**src/rtl/axi_pkg.sv**
```systemverilog
// -----------------------------------------------------------------------------
// axi_pkg
// Shared AXI constants and queue-entry types for the slave write engine.
//   - BURST_* : awburst encodings
//   - RESP_*  : bresp encodings
//   - aw_cmd_t: one queued AW command (fields sized to the widest supported
//               ID/address; unused upper bits are zero and trim away)
//   - b_ent_t : one queued write response
//   - eng_state_t: burst engine states
// -----------------------------------------------------------------------------
package axi_pkg;

   // Upper limits on ID_W / ADDR_W for the queued structs.
   localparam int AXI_MAX_ID_W   = 32;
   localparam int AXI_MAX_ADDR_W = 64;

   localparam logic [1:0] BURST_FIXED = 2'b00;
   localparam logic [1:0] BURST_INCR  = 2'b01;
   localparam logic [1:0] BURST_WRAP  = 2'b10;
   localparam logic [1:0] BURST_RSVD  = 2'b11;

   localparam logic [1:0] RESP_OKAY   = 2'b00;
   localparam logic [1:0] RESP_SLVERR = 2'b10;

   typedef struct packed {
      logic [AXI_MAX_ID_W-1:0]   id;
      logic [AXI_MAX_ADDR_W-1:0] addr;
      logic [7:0]                len;
      logic [2:0]                size;
      logic [1:0]                burst;
      logic                      err;
   } aw_cmd_t;

   typedef struct packed {
      logic [AXI_MAX_ID_W-1:0] id;
      logic [1:0]              resp;
   } b_ent_t;

   typedef enum logic {
      ST_IDLE  = 1'b0,
      ST_BURST = 1'b1
   } eng_state_t;

   // WRAP bursts are only legal with 2, 4, 8 or 16 beats.
   function automatic logic wrap_len_ok(input logic [7:0] len);
      return (len == 8'd1) || (len == 8'd3) || (len == 8'd7) || (len == 8'd15);
   endfunction

endpackage

```
**src/rtl/sync_fifo.sv**
```systemverilog
// -----------------------------------------------------------------------------
// sync_fifo
// Single-clock FIFO with registered occupancy count and combinational head.
//   clk, rst        : clock, synchronous active-high reset (empties the FIFO)
//   push, push_data : write an entry (caller guarantees space, or a same-cycle pop)
//   pop, pop_data   : remove the head entry; pop_data is the current head
//   full, empty     : derived from the registered count
// Push and pop in the same cycle are both honoured, including when full.
// -----------------------------------------------------------------------------
module sync_fifo #(
   parameter int WIDTH = 8,
   parameter int DEPTH = 2
) (
   input  logic             clk,
   input  logic             rst,
   input  logic             push,
   input  logic [WIDTH-1:0] push_data,
   input  logic             pop,
   output logic [WIDTH-1:0] pop_data,
   output logic             full,
   output logic             empty
);

   localparam int PTR_W = (DEPTH > 1) ? $clog2(DEPTH) : 1;
   localparam int CNT_W = $clog2(DEPTH + 1);

   logic [WIDTH-1:0] mem_q [DEPTH];
   logic [PTR_W-1:0] wr_ptr_q, wr_ptr_d;
   logic [PTR_W-1:0] rd_ptr_q, rd_ptr_d;
   logic [CNT_W-1:0] count_q, count_d;

   // Explicit wrap keeps DEPTH==1 (pointer pinned at 0) correct.
   function automatic logic [PTR_W-1:0] ptr_inc(input logic [PTR_W-1:0] p);
      return (p == PTR_W'(DEPTH - 1)) ? '0 : p + PTR_W'(1);
   endfunction

   always_comb begin
      wr_ptr_d = wr_ptr_q;
      rd_ptr_d = rd_ptr_q;
      count_d  = count_q;
      if (push) wr_ptr_d = ptr_inc(wr_ptr_q);
      if (pop)  rd_ptr_d = ptr_inc(rd_ptr_q);
      count_d = count_q + CNT_W'(push) - CNT_W'(pop);
   end

   always_ff @(posedge clk) begin
      if (rst) begin
         wr_ptr_q <= '0;
         rd_ptr_q <= '0;
         count_q  <= '0;
      end else begin
         wr_ptr_q <= wr_ptr_d;
         rd_ptr_q <= rd_ptr_d;
         count_q  <= count_d;
      end
   end

   // Storage needs no reset; occupancy is tracked by count_q.
   always_ff @(posedge clk) begin
      if (push) mem_q[wr_ptr_q] <= push_data;
   end

   assign pop_data = mem_q[rd_ptr_q];
   assign full     = (count_q == CNT_W'(DEPTH));
   assign empty    = (count_q == '0);

endmodule

```
**src/rtl/axi_slave_write_engine.sv**
```systemverilog
// -----------------------------------------------------------------------------
// axi_slave_write_engine
// AXI4 slave write front end: queued AW commands, FIXED/INCR/WRAP address
// generation scaled by awsize, one beat per cycle on a simple downstream write
// port, queued B responses.
//   clk, rst            : clock, synchronous active-high reset
//   s_axi_aw*           : AW channel (queued, AW_DEPTH entries)
//   s_axi_w*            : W channel (stalled unless a burst is active)
//   s_axi_b*            : B channel (queued, B_DEPTH entries)
//   wr_valid/wr_ready   : downstream beat handshake
//   wr_addr/data/strb/last : downstream beat
//   busy                : engine active or either queue occupied
// Optional feature macro: AXI_WLAST_CHECK_EN -- flags a master whose wlast
// disagrees with the beat count by answering SLVERR for that burst.
// -----------------------------------------------------------------------------
module axi_slave_write_engine
   import axi_pkg::*;
#(
   parameter int ADDR_W   = 32,
   parameter int DATA_W   = 32,
   parameter int ID_W     = 12,
   parameter int AW_DEPTH = 2,
   parameter int B_DEPTH  = 2
) (
   input  logic                clk,
   input  logic                rst,
   input  logic [ID_W-1:0]     s_axi_awid,
   input  logic [ADDR_W-1:0]   s_axi_awaddr,
   input  logic [7:0]          s_axi_awlen,
   input  logic [2:0]          s_axi_awsize,
   input  logic [1:0]          s_axi_awburst,
   input  logic                s_axi_awvalid,
   output logic                s_axi_awready,
   input  logic [DATA_W-1:0]   s_axi_wdata,
   input  logic [DATA_W/8-1:0] s_axi_wstrb,
   input  logic                s_axi_wlast,
   input  logic                s_axi_wvalid,
   output logic                s_axi_wready,
   output logic [ID_W-1:0]     s_axi_bid,
   output logic [1:0]          s_axi_bresp,
   output logic                s_axi_bvalid,
   input  logic                s_axi_bready,
   output logic                wr_valid,
   input  logic                wr_ready,
   output logic [ADDR_W-1:0]   wr_addr,
   output logic [DATA_W-1:0]   wr_data,
   output logic [DATA_W/8-1:0] wr_strb,
   output logic                wr_last,
   output logic                busy
);

   localparam int MAX_SIZE = $clog2(DATA_W / 8);

   // ---------------------------------------------------------------- AW queue
   aw_cmd_t aw_in, aw_head;
   logic    aw_push, aw_pop, aw_full, aw_empty;

   always_comb begin
      aw_in       = '0;
      aw_in.id    = AXI_MAX_ID_W'(s_axi_awid);
      aw_in.addr  = AXI_MAX_ADDR_W'(s_axi_awaddr);
      aw_in.len   = s_axi_awlen;
      aw_in.size  = s_axi_awsize;
      aw_in.burst = s_axi_awburst;
      // Illegal commands are still queued so their W data can be drained.
      aw_in.err   = (s_axi_awburst == BURST_RSVD) ||
                    (s_axi_awsize > 3'(MAX_SIZE)) ||
                    ((s_axi_awburst == BURST_WRAP) && !wrap_len_ok(s_axi_awlen));
   end

   assign aw_push = s_axi_awvalid && s_axi_awready;

   sync_fifo #(.WIDTH($bits(aw_cmd_t)), .DEPTH(AW_DEPTH)) u_aw_fifo (
      .clk       (clk),
      .rst       (rst),
      .push      (aw_push),
      .push_data (aw_in),
      .pop       (aw_pop),
      .pop_data  (aw_head),
      .full      (aw_full),
      .empty     (aw_empty)
   );

   // ----------------------------------------------------------------- B queue
   b_ent_t b_in, b_head;
   logic   b_push, b_pop, b_full, b_empty;

   assign b_pop = s_axi_bvalid && s_axi_bready;

   sync_fifo #(.WIDTH($bits(b_ent_t)), .DEPTH(B_DEPTH)) u_b_fifo (
      .clk       (clk),
      .rst       (rst),
      .push      (b_push),
      .push_data (b_in),
      .pop       (b_pop),
      .pop_data  (b_head),
      .full      (b_full),
      .empty     (b_empty)
   );

   // ------------------------------------------------------------ burst engine
   eng_state_t        state_q, state_d;
   logic [ADDR_W-1:0] addr_q, addr_d;
   logic [7:0]        beats_q, beats_d;
   logic [7:0]        len_q, len_d;
   logic [2:0]        size_q, size_d;
   logic [1:0]        burst_q, burst_d;
   logic [ID_W-1:0]   id_q, id_d;
   logic              err_q, err_d;
   logic              wlast_err_q, wlast_err_d;
   logic              w_acc, last_beat, wlast_bad;

   logic [ADDR_W-1:0] inc, tot_mask, addr_inc, addr_nxt;

   always_comb begin
      inc      = ADDR_W'(1) << size_q;
      tot_mask = ((ADDR_W'(len_q) + ADDR_W'(1)) << size_q) - ADDR_W'(1);
      addr_inc = addr_q + inc;
      case (burst_q)
         BURST_INCR: addr_nxt = addr_inc;
         // Stay inside the (len+1)<<size aligned window.
         BURST_WRAP: addr_nxt = (addr_q & ~tot_mask) | (addr_inc & tot_mask);
         default:    addr_nxt = addr_q;
      endcase
   end

   assign last_beat = (beats_q == 8'd0);

`ifdef AXI_WLAST_CHECK_EN
   assign wlast_bad = w_acc && (s_axi_wlast != last_beat);
`else
   assign wlast_bad = 1'b0;
`endif

   always_comb begin
      state_d      = state_q;
      addr_d       = addr_q;
      beats_d      = beats_q;
      len_d        = len_q;
      size_d       = size_q;
      burst_d      = burst_q;
      id_d         = id_q;
      err_d        = err_q;
      wlast_err_d  = wlast_err_q;
      aw_pop       = 1'b0;
      b_push       = 1'b0;
      b_in         = '0;
      s_axi_wready = 1'b0;
      wr_valid     = 1'b0;
      w_acc        = 1'b0;

      case (state_q)
         ST_IDLE: begin
            // Starting only with a free B slot guarantees the end-of-burst
            // push always has room.
            if (!aw_empty && !b_full) begin
               aw_pop      = 1'b1;
               addr_d      = aw_head.addr[ADDR_W-1:0];
               beats_d     = aw_head.len;
               len_d       = aw_head.len;
               size_d      = aw_head.size;
               burst_d     = aw_head.burst;
               id_d        = aw_head.id[ID_W-1:0];
               err_d       = aw_head.err;
               wlast_err_d = 1'b0;
               state_d     = ST_BURST;
            end
         end
         ST_BURST: begin
            s_axi_wready = err_q ? 1'b1 : wr_ready;
            wr_valid     = !err_q && s_axi_wvalid;
            w_acc        = s_axi_wvalid && s_axi_wready;
            if (w_acc) begin
               addr_d  = addr_nxt;
               beats_d = beats_q - 8'd1;
               if (wlast_bad) wlast_err_d = 1'b1;
               if (last_beat) begin
                  b_push    = 1'b1;
                  b_in.id   = AXI_MAX_ID_W'(id_q);
                  b_in.resp = (err_q || wlast_err_q || wlast_bad) ? RESP_SLVERR : RESP_OKAY;
                  state_d   = ST_IDLE;
               end
            end
         end
         default: state_d = ST_IDLE;
      endcase

      // Reset holds every handshake output low.
      if (rst) begin
         s_axi_wready = 1'b0;
         wr_valid     = 1'b0;
      end
   end

   always_ff @(posedge clk) begin
      if (rst) begin
         state_q     <= ST_IDLE;
         addr_q      <= '0;
         beats_q     <= '0;
         len_q       <= '0;
         size_q      <= '0;
         burst_q     <= '0;
         id_q        <= '0;
         err_q       <= 1'b0;
         wlast_err_q <= 1'b0;
      end else begin
         state_q     <= state_d;
         addr_q      <= addr_d;
         beats_q     <= beats_d;
         len_q       <= len_d;
         size_q      <= size_d;
         burst_q     <= burst_d;
         id_q        <= id_d;
         err_q       <= err_d;
         wlast_err_q <= wlast_err_d;
      end
   end

   // ----------------------------------------------------------------- outputs
   assign s_axi_awready = !aw_full && !rst;
   assign s_axi_bvalid  = !b_empty && !rst;
   assign s_axi_bid     = s_axi_bvalid ? b_head.id[ID_W-1:0] : '0;
   assign s_axi_bresp   = s_axi_bvalid ? b_head.resp : RESP_OKAY;

   assign wr_addr = addr_q;
   assign wr_data = s_axi_wdata;
   assign wr_strb = s_axi_wstrb;
   assign wr_last = last_beat;
   assign busy    = (state_q != ST_IDLE) || !aw_empty || !b_empty;

   // Upper struct bits beyond ID_W/ADDR_W are always zero.
   logic unused_bits;
`ifdef AXI_WLAST_CHECK_EN
   assign unused_bits = ^{aw_head, b_head};
`else
   assign unused_bits = ^{aw_head, b_head, s_axi_wlast};
`endif

endmodule
```
**config.mk**
```make
export PLATFORM = sky130hd
export DESIGN_NAME = axi_slave_write_engine
export DESIGN_NICKNAME = d
export VERILOG_FILES = /design/src/rtl/axi_pkg.sv /design/src/rtl/sync_fifo.sv /design/src/rtl/axi_slave_write_engine.sv
export SDC_FILE = /design/constraint.sdc
export NUM_CORES = 1
export LEC_CHECK = 0
export CAP_MARGIN = 40
export CORE_ASPECT_RATIO = 1.25
export CORE_MARGIN = 3
export CORE_UTILIZATION = 49
export CTS_BUF_LIST = sky130_fd_sc_hd__clkbuf_16
export DETAILED_ROUTE_END_ITERATION = 16
export PLACE_DENSITY_LB_ADDON = 0.1
export SLEW_MARGIN = 20
export SYNTH_ARGS = -nofsm -noshare
export SYNTH_HDL_FRONTEND = slang
export SYNTH_SLANG_ARGS = --single-unit
```
**constraint.sdc**
```tcl
create_clock -name clk -period 3.75 [get_ports clk]
set_clock_uncertainty 0.2 [all_clocks]
set_input_delay 0.75 -clock clk [delete_from_list [all_inputs] [get_ports clk]]
set_output_delay 0.75 -clock clk [all_outputs]
set_load 0.01 [all_outputs]
```
==> results.toml, run 1 <==
[finish]
seqCellArea_um2 = 5810
most-common-layout-cells = "142 x sky130_fd_sc_hd__edfxtp_1, 116 x sky130_fd_sc_hd__nor2_1, 112 x sky130_fd_sc_hd__clkdlybuf4s50_1"
layout.nets = 1276
multiInputGateArea_um2 = 4720
insertedDiodeCount = 0
mostFrequentLayoutCell = "sky130_fd_sc_hd__edfxtp_1"
final_core_utilization_pct = 60.4
fin_cells = 1458
area_growth_syn_to_layout_pct = 21.0
layout.filler_cells = 1923
layout-drive-gt1-share_pct = 13.0

[detailed_routing]
post_drt_wl_per_cell_um = 18.7
firstDrtPassIters = 5
met3WireLength_um = 1650
vias_per_cell = 5.75
route.final.wire_length_um = 27300
drc = 0
vias = 8388
uppermost_layer_routed = "met4"
ant_nets = 0
number_of_drc_markers_in_iteration_0 = 499
met1_length_um = 12500
wl_met2_um = 12500

[floorplan]
ios = 188
start_util_pct = 49.9
floorplan.rows = 61
die-width_um = 141
die_height_um = 174
floorplan.die_area_um2 = 24600
placeableCoreArea_um2 = 22300

[clocking]
clock_latency_of_the_later_clocked_register_in_the_worst_skew_pair_ns = 0.51
htree_num_levels = 1
number_of_hold_buffers_added_after_cts = 0
cts.root.buffer_cell = "sky130_fd_sc_hd__clkbuf_16"
cts.sink_count = 219
cts_tree = "yes"
numCtsBuffers = 23
path_clk_slew_ns = 0.06
cts_max_path_buffers = 3

[synth]
synth.net_count = 1167
synth_area_leaders = "sky130_fd_sc_hd__edfxtp_1 38%, sky130_fd_sc_hd__dfxtp_1 14%, sky130_fd_sc_hd__mux2i_1 5.7%"
yosysSeqAreaShare_pct = 52.2
post_synth_inst_count = 1050
most_used_flip_flop_cell_after_synthesis = "sky130_fd_sc_hd__edfxtp_1"
synth-seq-cells = 219
syn_area_um2 = 11100
synth-warning-count = 0
post_synth.cell_area_avg_um2 = 10.6
netlist.area_leader.share_pct = 38.3
synthDominantAreaCellType = "sky130_fd_sc_hd__edfxtp_1"
netlist-cell-type-count = 89
synthArstFlopShare_pct = 0
synth_enable_flop_cells = 142

[power_and_ir_drop]
irDropWorstVdd_mv = 0.469
power_leakage_nw = 4.63
powerDensity_nw_per_um2 = 752

[worst_setup_path]
critPathCaptureType = "flop"
critical-path-top-cell-by-count = "sky130_fd_sc_hd__buf_4"
critPathBufInv = 3
crit_family = "simple AND/OR/NAND/NOR gates"
startpoint_class = "flop"
crit_path_cell_trace = "ha_2 -> buf_4 -> xnor2_1 -> buf_4 -> a21o_1 -> o22ai_2 -> buf_4 -> or4_4 -> a221oi_4 -> and3b_1 -> nor3_1 -> or3_1 -> a221oi_2"
rr_worst_depth = 13
worst-r2r-setup-slack_ns = 0.20
crit_arrival_ns = 3.78
r2r-start = "len_q[0]"
critPathSlowestCell = "sky130_fd_sc_hd__or4_4"
worst-path-stages = 13
cpPeakStageDelay_ns = 0.52
timing_worst_setup_path_type = "reg2reg"
crit_path_start = "len_q[0]"
critical_path_required_ns = 3.98
timing.critical_path.fanout_max = 6

[global_route]
largest_net_degree_at_the_start_of_global_routing = 59
wire_length_of_the_first_global_routing_pass_um = 42900
track_usage_pct = 21.7
number_of_antenna_violations_at_the_first_check_in_global_routing = 0
vias_in_the_first_global_route = 8065
gr-total-overflow = 0

[timing]
period_minus_slack_ns = 3.55
max-slew-margin-rel_pct = 45.3
finalHoldViolations = 0
worstMarginPinSlew_ns = 0.814
finalCritPeriodShare_pct = 94.6
fmax_ghz = 0.282
setup_viol = 0
maxSlewViolCount = 0
rsz0062_at_grt = "yes"
timing.hold.ws_ns = 0.287
totalNegativeSetupSlack_ns = 0

[placement]
final_estimated_routing_congestion_in_global_placement = 0.934
port_buffers = 113
half_perimeter_wire_length_after_detailed_placement_um = 19300
post-place-cells = 1415

[run_status]
status = "complete, no violations"

[job]
drv.max_cap_violation_count = 0

[hold_path]
hp-class = "reg2reg"
how the worst min path moves through the flow:
stage | from | endpoint | slack [ns] | cells past startpoint
3_3_place_gp | beats_q[2] | beats_q[2] | 0.27 | 2
2_1_floorplan | beats_q[7] | beats_q[7] | 0.26 | 2
5_1_grt | id_q[7] | id_q[7] | 0.32 | 2
3_5_place_dp | beats_q[2] | beats_q[2] | 0.28 | 2
6_report | beats_q[2] | beats_q[2] | 0.29 | 2
4_1_cts | beats_q[2] | beats_q[2] | 0.29 | 2
area by class of cell:
class	count	share of cell area [%]
clock buffer	23	4.28
sequential	219	43.2
inverter	41	1.14
timing repair buffer	187	12.9
multi-input combinational	687	35.1
clock inverter	18	0.809
tap	283	2.63
tightest hold or removal path, cell delays in order, from the launching register on:
cell and delay [ns]:
sky130_fd_sc_hd__dfxtp_1 0.31, sky130_fd_sc_hd__o21ai_0 0.07, sky130_fd_sc_hd__a21oi_1 0.06
timing repair:
item / in CTS / in global routing
setup endpoints to repair: 1 / 15
gates cloned: 0 / 0
resized for setup: 2 / 20
buffers inserted: 0 / 2
pin swaps: 0 / 2
cell usage after synthesis, drive strengths merged, types with 9 or more instances:
master	count
xor2	12
buf	54
nor3	13
a21oi	57
dfxtp	77
ha	16
nand3	15
o21ai	44
a31oi	20
xnor2	19
nor2	117
o32ai	14
clkbuf	49
nand2b	17
o211ai	15
mux2	9
edfxtp	142
and2	21
nand2	48
nor4	9
mux2i	63
a211oi	35
or3	9
inv	41
nor2b	14
report_power, final:
group / switching, W / internal [W]
clock: 0.000903 / 0.00118
combinational: 0.00258 / 0.00204
sequential: 0.000410 / 0.00301
total: 0.00390 / 0.00622
cells by family (layout without fill, tap and decap cells):
logic type	count (synthesis)	count (layout)	share of synthesized area [%]
fa+ha+maj	17	17	1.98
simple gates	304	304	13.7
other cells	1	1	0.0337
compound gates	262	262	16.7
flops	219	219	52.2
xor+xnor	31	31	2.44
mux	72	72	6.58
buf+inv	144	269	6.39
routing by layer:
layer  vias up  GRT usage [%]
met4         0           6.22
li1       4091              -
met3        62           3.05
met1      3962           31.2
met5         -              0
met2       273           34.3
through the flow:
step | cell area, um^2 | total power (W) | setup WS (ns)
final | 13500 | 0.0101 | 0.202
after global routing | 13500 | 0.0108 | -0.0191
after CTS | 13400 | 0.0101 | 0.0302
after detailed placement | 12700 | 0.00795 | -0.0479
after global placement | 12600 | 0.00788 | -0.0338
after floorplan | 11100 | 0.00631 | 0.0303
No activity file was read; power rests on OpenSTA's default activity.
==> run 2: changes to the inputs <==
- CORE_UTILIZATION: 49 -> 54
- MAX_ROUTING_LAYER: unset -> met4
- clock period: 3.75 -> 3.5 ns (I/O delays scaled with it)
==> run 2 against run 1 <==
The flow now finishes with violations (setup timing). Largest power group unchanged. Design area rose by 4.9%. Die area is 8.9% lower. Worst setup slack got worse by 0.22 ns. Via count is 4.4% higher. Clock power increased by 12%. Clock-buffer cell count is 1 lower.
==> results.toml, run 2 (synthesized netlist as in run 1, its figures left out) <==
[run_status]
status = "finished, violations left"
violated_checks = "setup timing"

[detailed_routing]
vias = 8761
drc = 0
number_of_drc_markers_in_iteration_0 = 757
firstDrtPassIters = 5
vias_per_cell = 5.86
route.final.wire_length_um = 28400
ant_nets = 0
post_drt_wl_per_cell_um = 19.0

[finish]
most-common-layout-cells = "142 x sky130_fd_sc_hd__edfxtp_1, 114 x sky130_fd_sc_hd__nor2_1, 112 x sky130_fd_sc_hd__clkdlybuf4s50_1"
mostFrequentLayoutCell = "sky130_fd_sc_hd__edfxtp_1"
layout-drive-gt1-share_pct = 19.1
area_growth_syn_to_layout_pct = 26.9
layout.filler_cells = 1572
insertedDiodeCount = 0
layout.nets = 1325

[timing]
finalHoldViolations = 0
maxSlewViolCount = 0
setup_viol = 1
worstMarginPinSlew_ns = 0.765
max-slew-margin-rel_pct = 49.0
layout_setup_ws_ns = -0.0141
timing.hold.ws_ns = 0.282
finalCritPeriodShare_pct = 100
fmax_ghz = 0.285
period_minus_slack_ns = 3.51
rsz0062_at_grt = "yes"

[global_route]
number_of_antenna_violations_at_the_first_check_in_global_routing = 0
largest_net_degree_at_the_start_of_global_routing = 90
vias_in_the_first_global_route = 8378
gr-total-overflow = 0
wire_length_of_the_first_global_routing_pass_um = 43800
track_usage_pct = 25.2

[worst_setup_path]
cpPeakStageDelay_ns = 0.40
critical_path_required_ns = 3.73
crit_path_start = "len_q[0]"
critPathBufInv = 1
crit_path_cell_trace = "buf_4 -> nand4_2 -> o21a_1 -> or3_4 -> a2111oi_4 -> o2111ai_1 -> nand3b_1 -> nor3b_2 -> ha_1 -> a2111oi_4 -> nor3b_2 -> o21ai_1 -> a21oi_1"
timing.critical_path.fanout_max = 4
startpoint_class = "flop"
crit_arrival_ns = 3.74
r2r-start = "len_q[0]"
critPathCaptureType = "flop"
crit_family = "compound AO/OA/AOI/OAI gates"
critPathSlowestCell = "sky130_fd_sc_hd__or3_4"
timing_worst_setup_path_type = "reg2reg"

[floorplan]
ios = 188
floorplan.rows = 58
start_util_pct = 55.1
floorplan.die_area_um2 = 22400
placeableCoreArea_um2 = 20200
die_height_um = 166
die-width_um = 134

[power_and_ir_drop]
power_leakage_nw = 4.93
powerDensity_nw_per_um2 = 828
design_power_total_w = 0.0117
irDropWorstVdd_mv = 0.495

[clocking]
numCtsBuffers = 22
cts_max_path_buffers = 3
path_clk_slew_ns = 0.06
cts_tree = "yes"
clock_latency_of_the_later_clocked_register_in_the_worst_skew_pair_ns = 0.51
htree_num_levels = 1
number_of_hold_buffers_added_after_cts = 0
cts.sink_count = 219
cts.root.buffer_cell = "sky130_fd_sc_hd__clkbuf_16"

[placement]
half_perimeter_wire_length_after_detailed_placement_um = 20000
port_buffers = 113
final_estimated_routing_congestion_in_global_placement = 0.905

[hold_path]
hold_start = "len_q[2]"
hp-class = "reg2reg"

[job]
drv.max_cap_violation_count = 0
==> run 2: what timing repair did <==
item / 4_1_cts / 5_1_grt
cloned: 0 / 1
endpoints found under the setup margin: 12 / 25
resized for setup: 25 / 47
setup buffers: 4 / 6
pin swaps: 8 / 24
==> run 2: metal layers <==
metal | global-route usage (%) | part of all wire [%]
met5 | - | 0
met4 | 7.75 | 2.7
met3 | 3.29 | 6.2
met2 | 40.4 | 49
met1 | 33.6 | 43
==> run 2: final timing paths <==
kind	cells past startpoint	endpoint	slack, ns
max	13	flop	-0.01
min	2	len_q[2]	0.28
max reg2reg	13	flop	-0.01
min reg2reg	2	len_q[2]	0.28
==> run 2: tightest hold or removal path, stage by stage, from the launching register on <==
cell	delay (ns)
sky130_fd_sc_hd__dfxtp_2	0.34
sky130_fd_sc_hd__nand2_1	0.05
sky130_fd_sc_hd__a21oi_1	0.05
==> run 2: stage by stage <==
stage	util (%)	setup WS [ns]	TNS, ns	cells	area [um^2]
2_1_floorplan	-	-0.0306	-0.0782	1050	11200
3_3_place_gp	64.2	-0.221	-0.469	1442	12900
3_5_place_dp	64.2	-0.294	-0.883	1442	12900
4_1_cts	68.5	-0.0366	-0.216	1486	13800
5_1_grt	70.0	-0.248	-1.71	1494	14100
6_report	70.0	-0.0141	-0.0141	1494	14100
==> run 2: final cells by class <==
| type | count | area, um^2 | area share [%] |
|---|---|---|---|
| Clock buffer | 22 | 551 | 3.90 |
| Clock inverter | 18 | 174 | 1.23 |
| Inverter | 41 | 154 | 1.09 |
| Multi-Input combinational cell | 687 | 4930 | 34.9 |
| Sequential cell | 219 | 5820 | 41.2 |
| Tap cell | 270 | 338 | 2.39 |
| Timing Repair Buffer | 237 | 2150 | 15.2 |
==> run 2: power breakdown <==
group / switching (W) / total, W / leakage, nW / internal (W)
Sequential: 0.000508 / 0.00374 / 1.90 / 0.00323
Combinational: 0.00300 / 0.00562 / 2.65 / 0.00262
Clock: 0.000954 / 0.00233 / 0.374 / 0.00137
